--- src/rtl/sig_div_pkg.sv ---
// Shared state encoding and sizing helpers for the significand divider.
// No logic, so no latency and no flow control.
package sig_div_pkg;

    typedef enum logic [1:0] {
        ST_IDLE   = 2'b00,
        ST_DIVIDE = 2'b01,
        ST_VALID  = 2'b10
    } sig_div_state_e;

    localparam int SIG_DIV_BIT_WIDTH = 10;

    // One quotient bit per cycle: hidden bit, BIT_WIDTH fraction bits, then G/R/S.
    function automatic int iter_count(input int bit_width);
        return bit_width + 4;
    endfunction

    function automatic int cnt_width(input int bit_width);
        return $clog2(bit_width + 4);
    endfunction

endpackage

--- src/rtl/counter.sv ---
// Up-counter with synchronous clear (priority over enable) and async reset.
// Latency 1 cycle; no flow control, holds its value while en_i is low.
module counter #(
    parameter int WIDTH = 4
) (
    input  logic             clk_i,
    input  logic             rst_ni,
    input  logic             clr_i,
    input  logic             en_i,
    output logic [WIDTH-1:0] cnt_o
);

    localparam logic [WIDTH-1:0] ONE = 1;

    logic [WIDTH-1:0] cnt_q, cnt_d;

    always_comb begin
        cnt_d = cnt_q;
        if (clr_i) begin
            cnt_d = '0;
        end else if (en_i) begin
            cnt_d = cnt_q + ONE;
        end
    end

    always_ff @(posedge clk_i or negedge rst_ni) begin
        if (!rst_ni) begin
            cnt_q <= '0;
        end else begin
            cnt_q <= cnt_d;
        end
    end

    assign cnt_o = cnt_q;

endmodule

--- src/rtl/dff.sv ---
// Generic register with asynchronous active-low reset to RESET_VAL.
// Latency 1 cycle; no flow control, loads every cycle.
module dff #(
    parameter int               WIDTH     = 1,
    parameter logic [WIDTH-1:0] RESET_VAL = '0
) (
    input  logic             clk_i,
    input  logic             rst_ni,
    input  logic [WIDTH-1:0] d_i,
    output logic [WIDTH-1:0] q_o
);

    always_ff @(posedge clk_i or negedge rst_ni) begin
        if (!rst_ni) begin
            q_o <= RESET_VAL;
        end else begin
            q_o <= d_i;
        end
    end

endmodule

--- src/rtl/sig_div_rounder.sv ---
// Normalizes the raw quotient and rounds to nearest-even when SIGNIFICAND_DIVIDER_ROUND_EN is defined, else truncates.
// Purely combinational (zero latency); no flow control.
module sig_div_rounder
    import sig_div_pkg::*;
#(
    parameter int  BIT_WIDTH = SIG_DIV_BIT_WIDTH,
    localparam int QW        = iter_count(BIT_WIDTH),
    localparam int RW        = BIT_WIDTH + 2
) (
    input  logic [QW-1:0]        q_i,
    input  logic [RW-1:0]        r_i,
    output logic [BIT_WIDTH-1:0] result_o,
    output logic                 significand_msb_o,
    output logic                 round_overflow_o
);

    localparam int MSB = QW - 1;

    logic [BIT_WIDTH-1:0] mant;

    assign significand_msb_o = q_i[MSB];
    // A quotient below 1 drops its leading zero and gains one more fraction bit.
    assign mant = q_i[MSB] ? q_i[MSB-1:3] : q_i[MSB-2:2];

`ifdef SIGNIFICAND_DIVIDER_ROUND_EN
    logic rem_nz, guard, round_bit, sticky, inc;

    assign rem_nz    = |r_i;
    assign guard     = q_i[MSB] ? q_i[2] : q_i[1];
    assign round_bit = q_i[MSB] ? q_i[1] : q_i[0];
    assign sticky    = q_i[MSB] ? (q_i[0] | rem_nz) : rem_nz;
    assign inc       = guard & (round_bit | sticky | mant[0]);

    assign {round_overflow_o, result_o} = {1'b0, mant} + {{BIT_WIDTH{1'b0}}, inc};
`else
    logic unused_grs;

    assign unused_grs       = ^{q_i[1:0], r_i};
    assign result_o         = mant;
    assign round_overflow_o = 1'b0;
`endif

endmodule

--- src/rtl/significand_divider.sv ---
// Restoring significand divider, one quotient bit per cycle; rounding via SIGNIFICAND_DIVIDER_ROUND_EN.
// valid pulses BIT_WIDTH+5 cycles after start; start is ignored while busy (no queueing).
module significand_divider
    import sig_div_pkg::*;
#(
    parameter int BIT_WIDTH = SIG_DIV_BIT_WIDTH
) (
    input  logic                 clk,
    input  logic                 reset_b,
    input  logic                 start,
    input  logic [BIT_WIDTH-1:0] input_a,
    input  logic [BIT_WIDTH-1:0] input_b,
    input  logic                 hidden_bit_a,
    input  logic                 hidden_bit_b,
    output logic [BIT_WIDTH-1:0] result,
    output logic                 valid,
    output logic                 significand_msb,
    output logic                 round_overflow,
    output logic                 div_by_zero,
    output logic                 busy
);

    localparam int               ITER      = iter_count(BIT_WIDTH);
    localparam int               CNT_W     = cnt_width(BIT_WIDTH);
    localparam int               RW        = BIT_WIDTH + 2;
    localparam logic [CNT_W-1:0] LAST_ITER = CNT_W'(ITER - 1);

    sig_div_state_e       state_d;
    logic [1:0]           state_q;
    logic [CNT_W-1:0]     cnt_q;
    logic [RW-1:0]        rem_q, rem_d;
    logic [ITER-1:0]      quo_q, quo_d;
    logic [BIT_WIDTH:0]   div_q, div_d;
    logic                 dbz_q, dbz_d;
    logic                 load, step, rem_ge;
    logic [RW-2:0]        rem_diff;
    logic [BIT_WIDTH-1:0] rnd_result;
    logic                 rnd_msb, rnd_ovf;

    dff #(.WIDTH(2), .RESET_VAL(ST_IDLE)) u_state (
        .clk_i  (clk),
        .rst_ni (reset_b),
        .d_i    (state_d),
        .q_o    (state_q)
    );

    always_comb begin
        state_d = ST_IDLE;
        case (state_q)
            ST_IDLE:   state_d = start ? ST_DIVIDE : ST_IDLE;
            ST_DIVIDE: state_d = (cnt_q == LAST_ITER) ? ST_VALID : ST_DIVIDE;
            ST_VALID:  state_d = ST_IDLE;
            default:   state_d = ST_IDLE;
        endcase
    end

    assign load  = (state_q == ST_IDLE) && start;
    assign step  = (state_q == ST_DIVIDE);
    assign valid = (state_q == ST_VALID);
    assign busy  = (state_q != ST_IDLE);

    counter #(.WIDTH(CNT_W)) u_iter (
        .clk_i  (clk),
        .rst_ni (reset_b),
        .clr_i  (load),
        .en_i   (step),
        .cnt_o  (cnt_q)
    );

    // Divisor is captured at launch so operand changes mid-division are harmless.
    assign rem_ge   = rem_q >= {1'b0, div_q};
    assign rem_diff = rem_q[RW-2:0] - div_q;

    always_comb begin
        rem_d = rem_q;
        quo_d = quo_q;
        div_d = div_q;
        dbz_d = dbz_q;
        if (load) begin
            rem_d = {1'b0, hidden_bit_a, input_a};
            quo_d = '0;
            div_d = {hidden_bit_b, input_b};
            dbz_d = ({hidden_bit_b, input_b} == '0);
        end else if (step) begin
            rem_d = rem_ge ? {rem_diff, 1'b0} : {rem_q[RW-2:0], 1'b0};
            quo_d = {quo_q[ITER-2:0], rem_ge};
        end
    end

    always_ff @(posedge clk or negedge reset_b) begin
        if (!reset_b) begin
            rem_q <= '0;
            quo_q <= '0;
            div_q <= '0;
            dbz_q <= 1'b0;
        end else begin
            rem_q <= rem_d;
            quo_q <= quo_d;
            div_q <= div_d;
            dbz_q <= dbz_d;
        end
    end

    sig_div_rounder #(.BIT_WIDTH(BIT_WIDTH)) u_rounder (
        .q_i               (quo_q),
        .r_i               (rem_q),
        .result_o          (rnd_result),
        .significand_msb_o (rnd_msb),
        .round_overflow_o  (rnd_ovf)
    );

    assign result          = dbz_q ? '1 : rnd_result;
    assign significand_msb = dbz_q ? 1'b1 : rnd_msb;
    assign round_overflow  = dbz_q ? 1'b0 : rnd_ovf;
    assign div_by_zero     = dbz_q;

endmodule

--- config.mk ---
export PLATFORM = sky130hd
export DESIGN_NAME = significand_divider
export DESIGN_NICKNAME = d
export VERILOG_FILES = /design/src/rtl/sig_div_pkg.sv /design/src/rtl/counter.sv /design/src/rtl/dff.sv /design/src/rtl/sig_div_rounder.sv /design/src/rtl/significand_divider.sv
export SDC_FILE = /design/constraint.sdc
export NUM_CORES = 1
export LEC_CHECK = 0
export CAP_MARGIN = 25
export CORE_UTILIZATION = 45
export DETAILED_ROUTE_END_ITERATION = 6
export GPL_TIMING_DRIVEN = 0
export PLACE_DENSITY = 0.72
export SLEW_MARGIN = 0
export SYNTH_ARGS = -nofsm -noshare
export SYNTH_HDL_FRONTEND = slang
export SYNTH_SLANG_ARGS = --single-unit
--- constraint.sdc ---
create_clock -name clk -period 6 [get_ports clk]
set_clock_uncertainty 0.2 [all_clocks]
set_input_delay 1.2 -clock clk [delete_from_list [all_inputs] [get_ports clk]]
set_output_delay 1.2 -clock clk [all_outputs]
set_load 0.02 [all_outputs]
==> summary.txt, run 1 <==
H-tree Lvls -> 2
crit path kind -> reg -> out
Syn-to-layout area delta -> 23.3%
global-route usage over all layers -> 0.221
Root Buffer -> clkbuf_8
Final setup violation count -> 0
deepest clock path buffer count -> 2
core area -> 5570 um^2
minimum clock period -> 3.66 ns
Final WS setup -> 2.34 ns
Synthesis Warnings -> 0
diode count -> 0
Tot Pwr -> 2.22 mW
Placer Congestion -> 0.887
EDFF count, synth -> 0
Worst setup SP type -> flip-flop
Synth Instances -> 297
dpl hpwl -> 4660 um
final-report hold violation count -> 0
endpoint class of the critical path -> primary output
# IOs -> 40
Power Density -> 682 nW/um^2
Syn Nets -> 336
# nets final -> 382
NetSw -> 0.968 mW
Yosys top cell by area -> dfrtp_1
combinational power share -> 0.633
sequential area share after synthesis -> 0.417
total internal power -> 1.25 mW
Synth Flop Type -> dfrtp_1
switching part of the total -> 0.436
CTS tree -> yes
total of max-cap violations -> 0
hold crit path type -> reg -> reg
Distinct cells, synth -> 48
unrepaired setup endpoints after global routing -> no
crit-path cells -> buf_1 > clkbuf_1 > a211o_1 > clkdlybuf4s50_1
Async SR Flop Fraction -> 1.00
Area contributors post-synth -> dfrtp_1, o21ai_0, nand2_1, ha_1, a211o_1
clk_lat worst skew -> 0.30 ns
GRT overflow -> 0
final hold slack -> 0.295 ns
Die Height -> 78.6 um
count leader, synth -> nand2_1
CP max FO -> 10
CP max stage cell -> clkdlybuf4s50_1
Setup TNS -> 0 ns
Core Rows -> 27
first-pass GRT wire length -> 10400 um
Clock Sinks -> 44
starting density of the core -> 0.474
WL/cell -> 15.0 um
post-synthesis register bit count -> 44
status -> complete, no violations
Die Width -> 78.6 um
routed vias/inst -> 5.50
PortBufs -> 38
Routed Antenna Nets -> 0
worst-margin pin slew -> 0.637 ns
Max Freq -> 0.273 GHz
Mapped Area -> 2640 um^2
Final Non-Filler Cells -> 415
Critical Path RT -> 4.60 ns
TritonRoute pass-1 iters -> 4
share of cells above drive strength 1 -> 0.0671
CP peak stage delay -> 0.59 ns
Syn Area/Cell -> 8.89 um^2
Reg clk slew, reported paths -> 0.09 ns
WL final -> 6230 um
Reg power frac -> 0.247
area share of the largest cell type after synthesis -> 0.417
Slew Limit Fails -> 0
clock network power share -> 0.120
1st-iter DRT viols -> 141
Synth top cells by count -> nand2_1, dfrtp_1, o21ai_0, a21oi_1, inv_1
Final period util -> 0.610
via total after detailed routing -> 2281
post-CTS sizing -> 0
leakage power -> 1.49 nW
initial antenna violation count -> 0
vias in the first global route -> 2198
Remaining DRCs -> 0
relative slew slack -> 0.574
DIE AREA -> 6180 um^2
arrival time worst endpoint -> 2.26 ns
TritonCTS Buffers -> 5
largest net degree at the start of global routing -> 33
r2r setup slk -> 3.13 ns
placed cell count -> 408
peak supply drop -> 0.000319 V
dpl ws -> 2.64 ns
Post-CTS Setup Bufs -> 0
hold_buf cts -> 0
[through the flow]
| stage | cell area [um^2] | utilization |
|---|---|---|
| after floorplan | 2640 | - |
| after global placement | 3110 | 0.558 |
| after detailed placement | 3130 | 0.561 |
| after CTS | 3250 | 0.584 |
| after global routing | 3250 | 0.584 |
| final | 3250 | 0.584 |
[final timing paths]
path / startpoint / to / cells after the start
worst max-delay path: quo_q[13]$_DFFE_PN0P_ / result[6] / 4
worst min-delay path: quo_q[0]$_DFFE_PN0P_ / quo_q[1]$_DFFE_PN0P_ / 2
worst max register to register: rem_q[0]$_DFFE_PN0P_ / rem_q[9]$_DFFE_PN0P_ / 11
worst min register to register: quo_q[0]$_DFFE_PN0P_ / quo_q[1]$_DFFE_PN0P_ / 2
max in group asynchronous: reset_b / rem_q[5]$_DFFE_PN0P_ / 2
min in group asynchronous: reset_b / div_q[2]$_DFFE_PN0P_ / 1
[logic make-up after synthesis]
logic type,synth area share
AO/OA/AOI/OAI,0.213
XOR/XNOR,0.0265
adder cells (fa/ha/maj),0.0692
buffers and inverters,0.0554
flip-flops,0.417
multiplexers,0.0341
other,0.00142
AND/OR/NAND/NOR,0.183
[layout make-up]
cell class / count / area, um^2
clock inverter: 2 / 60.1
clock buffer: 5 / 68.8
buffer: 18 / 93.8
inverter: 14 / 52.6
tap: 72 / 90.1
timing repair buffer: 39 / 395
sequential: 44 / 1100
fill: 502 / 2320
multi-input combinational: 221 / 1390
[power groups by stage]
stage	combinational, mW	clock [mW]	sequential, mW
2_1_floorplan	1.07	0	0.522
3_3_place_gp	1.37	0	0.550
3_5_place_dp	1.40	0	0.552
4_1_cts	1.41	0.269	0.546
5_1_grt	1.56	0.281	0.569
6_report	1.40	0.267	0.548
[flip-flops by register name (all words and copies together) (netlist names)]
signal and flops:
div_by_zero 1, u_state.q_o 2, rem_q 12, u_iter.cnt_o 4, div_q 11, quo_q 14
[placed cells by master (no fill, tap or decap), types with 2 or more instances in the layout]
cell,instances
a211o_1,11
a21o_2,2
a21oi_1,17
and2_1,2
and3_1,4
buf_4,4
bufinv_16,2
clkbuf_1,12
clkbuf_8,5
clkdlybuf4s50_1,37
dfrtp_1,44
ha_1,13
inv_1,14
mux2i_1,9
nand2_1,47
nand2b_1,2
nand3_1,9
nor2_1,7
nor2b_1,13
nor3_1,4
nor4_1,2
o21a_1,2
o21ai_0,37
o21ai_1,4
o22ai_1,2
or2_2,2
or3_1,4
xnor2_1,3
xor2_1,5
[worst max-delay path, delay by kind of cell (launching register included)]
kind            cells  cell delay, ns
compound gates      1            0.20
buf+inv             3            1.37
flops               1            0.40
[layer usage]
layer,share of wire,track usage
met3,0.039,0.0419
met4,0.012,0.0741
met1,0.48,0.304
met5,0,0
met2,0.47,0.348
Power figures use the tool's default switching activity.
==> inputs of run 2 (changes only) <==
Clock period 6 ns to 3.53 ns, I/O delays scaled along.
==> results of run 2 <==
The final DEF is identical to that of run 1. Status: complete, no violations.
Main changes from that run: setup slack after placement 2.64 ns -> 0.664 ns; clock-pin slew on the worst setup and hold paths 0.09 ns -> 0.08 ns; setup slack after layout 2.34 ns -> 0.366 ns; hold slack 0.295 ns -> 0.106 ns; register-to-register setup slack 3.13 ns -> 0.66 ns; total power 2.22 mW -> 3.77 mW; worst IR drop on VDD 0.000319 V -> 0.000541 V
==> inputs of run 3 (changes only) <==
Settings changed: SYNTH_HIERARCHICAL set to 1.
==> summary.txt, run 3 <==
status -> complete, no violations
Synthesis Warnings -> 6
Synth Instances -> 299
met2 routed WL -> 2880 um
Clock Sinks -> 44
Syn-to-layout area delta -> 22.3%
Fill cells -> 501
Worst setup SP type -> flip-flop
GRT overflow -> 0
EDFF count, synth -> 0
WL final -> 6330 um
via total after detailed routing -> 2276
Post-CTS Setup Bufs -> 0
post-synthesis register bit count -> 44
met1 WL -> 3150 um
minimum clock period -> 2.92 ns
most common cell after layout, fill and taps aside -> nand2_1
relative slew slack -> 0.553
deepest clock path buffer count -> 2
H-tree Lvls -> 2
Max Freq -> 0.342 GHz
Crit path max-delay family -> buffers and inverters
top routing layer used -> met4
total of max-cap violations -> 0
worst-margin pin slew -> 0.671 ns
Final setup violation count -> 0
Syn Area/Cell -> 9.16 um^2
met3 WL -> 230 um
max reg flops -> 14
crit-path cells -> buf_6 > mux2_4 > or2_2 > clkdlybuf4s50_1
largest net degree at the start of global routing -> 29
Setup TNS -> 0 ns
dpl hpwl -> 4720 um
Placer Congestion -> 0.881
CTS tree -> yes
Critical R2R Capture -> rem_q[7]$_DFFE_PN0P_
Core Rows -> 28
endpoint class of the critical path -> primary output
most frequent cells in the layout -> nand2_1, dfrtp_1, o21ai_0, clkdlybuf4s50_1, a21oi_1
peak supply drop -> 0.000394 V
unrepaired setup endpoints after global routing -> no
Power Density -> 1120 nW/um^2
starting density of the core -> 0.465
TritonRoute pass-1 iters -> 4
Root Buffer -> clkbuf_8
crit path kind -> reg -> out
final-report hold violation count -> 0
r2r setup slk -> 0.78 ns
Routed Antenna Nets -> 0
Reg clk slew, reported paths -> 0.09 ns
vias in the first global route -> 2168
first-pass GRT wire length -> 10500 um
Die Width -> 80.0 um
sequential area share after synthesis -> 0.402
leakage power -> 1.51 nW
Final period util -> 0.829
# IOs -> 40
PortBufs -> 38
Synth top cells by count -> nand2_1, dfrtp_1, o21ai_0, a21oi_1, inv_1
register with the most flip-flops -> quo_q
DIE AREA -> 6400 um^2
global-route usage over all layers -> 0.218
Area contributors post-synth -> dfrtp_1, nand2_1, o21ai_0, mux2_4, ha_1
Worst path depth -> 4
arrival time worst endpoint -> 2.02 ns
hold_buf cts -> 0
Synth Flop Type -> dfrtp_1
area share of the largest cell type after synthesis -> 0.402
post-CTS sizing -> 0
TritonCTS Buffers -> 5
biggest regs -> quo_q (14), rem_q (12), div_q (11)
path depth of the worst reg2reg path -> 10
Tot Pwr -> 3.76 mW
hold crit path type -> in -> async
clk_lat worst skew -> 0.30 ns
Reg area -> 1100 um^2
diode count -> 0
CP Buf/Inv Count -> 2
Slew Limit Fails -> 0
Distinct cells, synth -> 53
Critical Path RT -> 2.62 ns
Layout Utilization -> 0.569
Mapped Area -> 2740 um^2
1st-iter DRT viols -> 152
WL/cell -> 15.0 um
share of cells above drive strength 1 -> 0.133
initial antenna violation count -> 0
Remaining DRCs -> 0
Worst setup endpoint -> result[3]
Die Height -> 80.0 um
Syn Nets -> 337
reg-to-reg startpoint -> rem_q[0]$_DFFE_PN0P_
Yosys top cell by area -> dfrtp_1
CP max FO -> 10
CP startpoint -> quo_q[13]$_DFFE_PN0P_
CP peak stage delay -> 0.54 ns
Async SR Flop Fraction -> 1.00
count leader, synth -> nand2_1
core area -> 5890 um^2
CP max stage cell -> clkdlybuf4s50_1
# nets final -> 383
routed vias/inst -> 5.41
Multi-input gate area -> 1490 um^2
[run 3: cell count changes after synthesis, moves of 4 or more]
| cell | change |
|---|---|
| o221ai_1 | +4 |
| mux2_4 | +11 |
| mux2i_1 | -4 |
| a211o_1 | -11 |
| nand3_1 | -5 |
| nor2b_1 | -8 |
| or2_2 | +9 |
[run 3: power by group]
group          internal (mW)  leakage [nW]  switching [mW]
combinational           1.13         0.907            1.28
sequential             0.759         0.541           0.181
clock                  0.231        0.0614           0.180
[run 3: how the worst min path moves through the flow]
stage                              start                       to  slack (ns)  cells past startpoint
floorplan                        reset_b  div_by_zero$_DFFE_PN0P_        0.21                      0
global placement    quo_q[0]$_DFFE_PN0P_     quo_q[1]$_DFFE_PN0P_        0.27                      2
detailed placement  div_q[0]$_DFFE_PN0P_     div_q[0]$_DFFE_PN0P_        0.27                      2
CTS                              reset_b     rem_q[3]$_DFFE_PN0P_        0.14                      1
global route                     reset_b     quo_q[3]$_DFFE_PN0P_        0.16                      1
finish                           reset_b     div_q[9]$_DFFE_PN0P_        0.13                      1
[run 3: metal layers]
layer  vias up  global-route usage
li1       1129                   -
met3         6              0.0354
met1      1092               0.306
met5         -                   0
met2        49               0.347
met4         0              0.0589
[run 3: cell type report]
cell class	instances	area share
tap	75	0.0280
buffer	16	0.0258
timing repair buffer	39	0.118
multi-input combinational	223	0.445
sequential	44	0.329
inverter	16	0.0179
clock inverter	2	0.0116
clock buffer	6	0.0247
[run 3: worst reg2reg max path: cells and delay by family (launching register included)]
kind | cells | cell delay, ns
fa+ha+maj | 2 | 0.60
compound gates | 3 | 0.55
simple gates | 2 | 0.50
flops | 1 | 0.36
buf+inv | 2 | 0.20
mux | 1 | 0.19
[run 3: per-stage QoR]
step	std cells	worst slack, ns	hold WS [ns]	cell area, um^2
CTS	421	0.596	0.143	3350
finish	421	0.605	0.130	3350
global placement	412	0.368	0.267	3210
floorplan	299	1.06	0.210	2740
detailed placement	413	0.475	0.272	3230
global route	421	0.551	0.155	3350
[run 3: logic make-up after synthesis]
group | after synthesis | synth area share
xor gates and xnor gates | 7 | 0.0224
AOI/OAI and AO/OA | 79 | 0.182
and+or+nand+nor | 107 | 0.198
other | 1 | 0.00137
DFF | 44 | 0.402
adders and majority gates | 13 | 0.0622
muxes | 16 | 0.0786
buffers and inverters | 32 | 0.0535
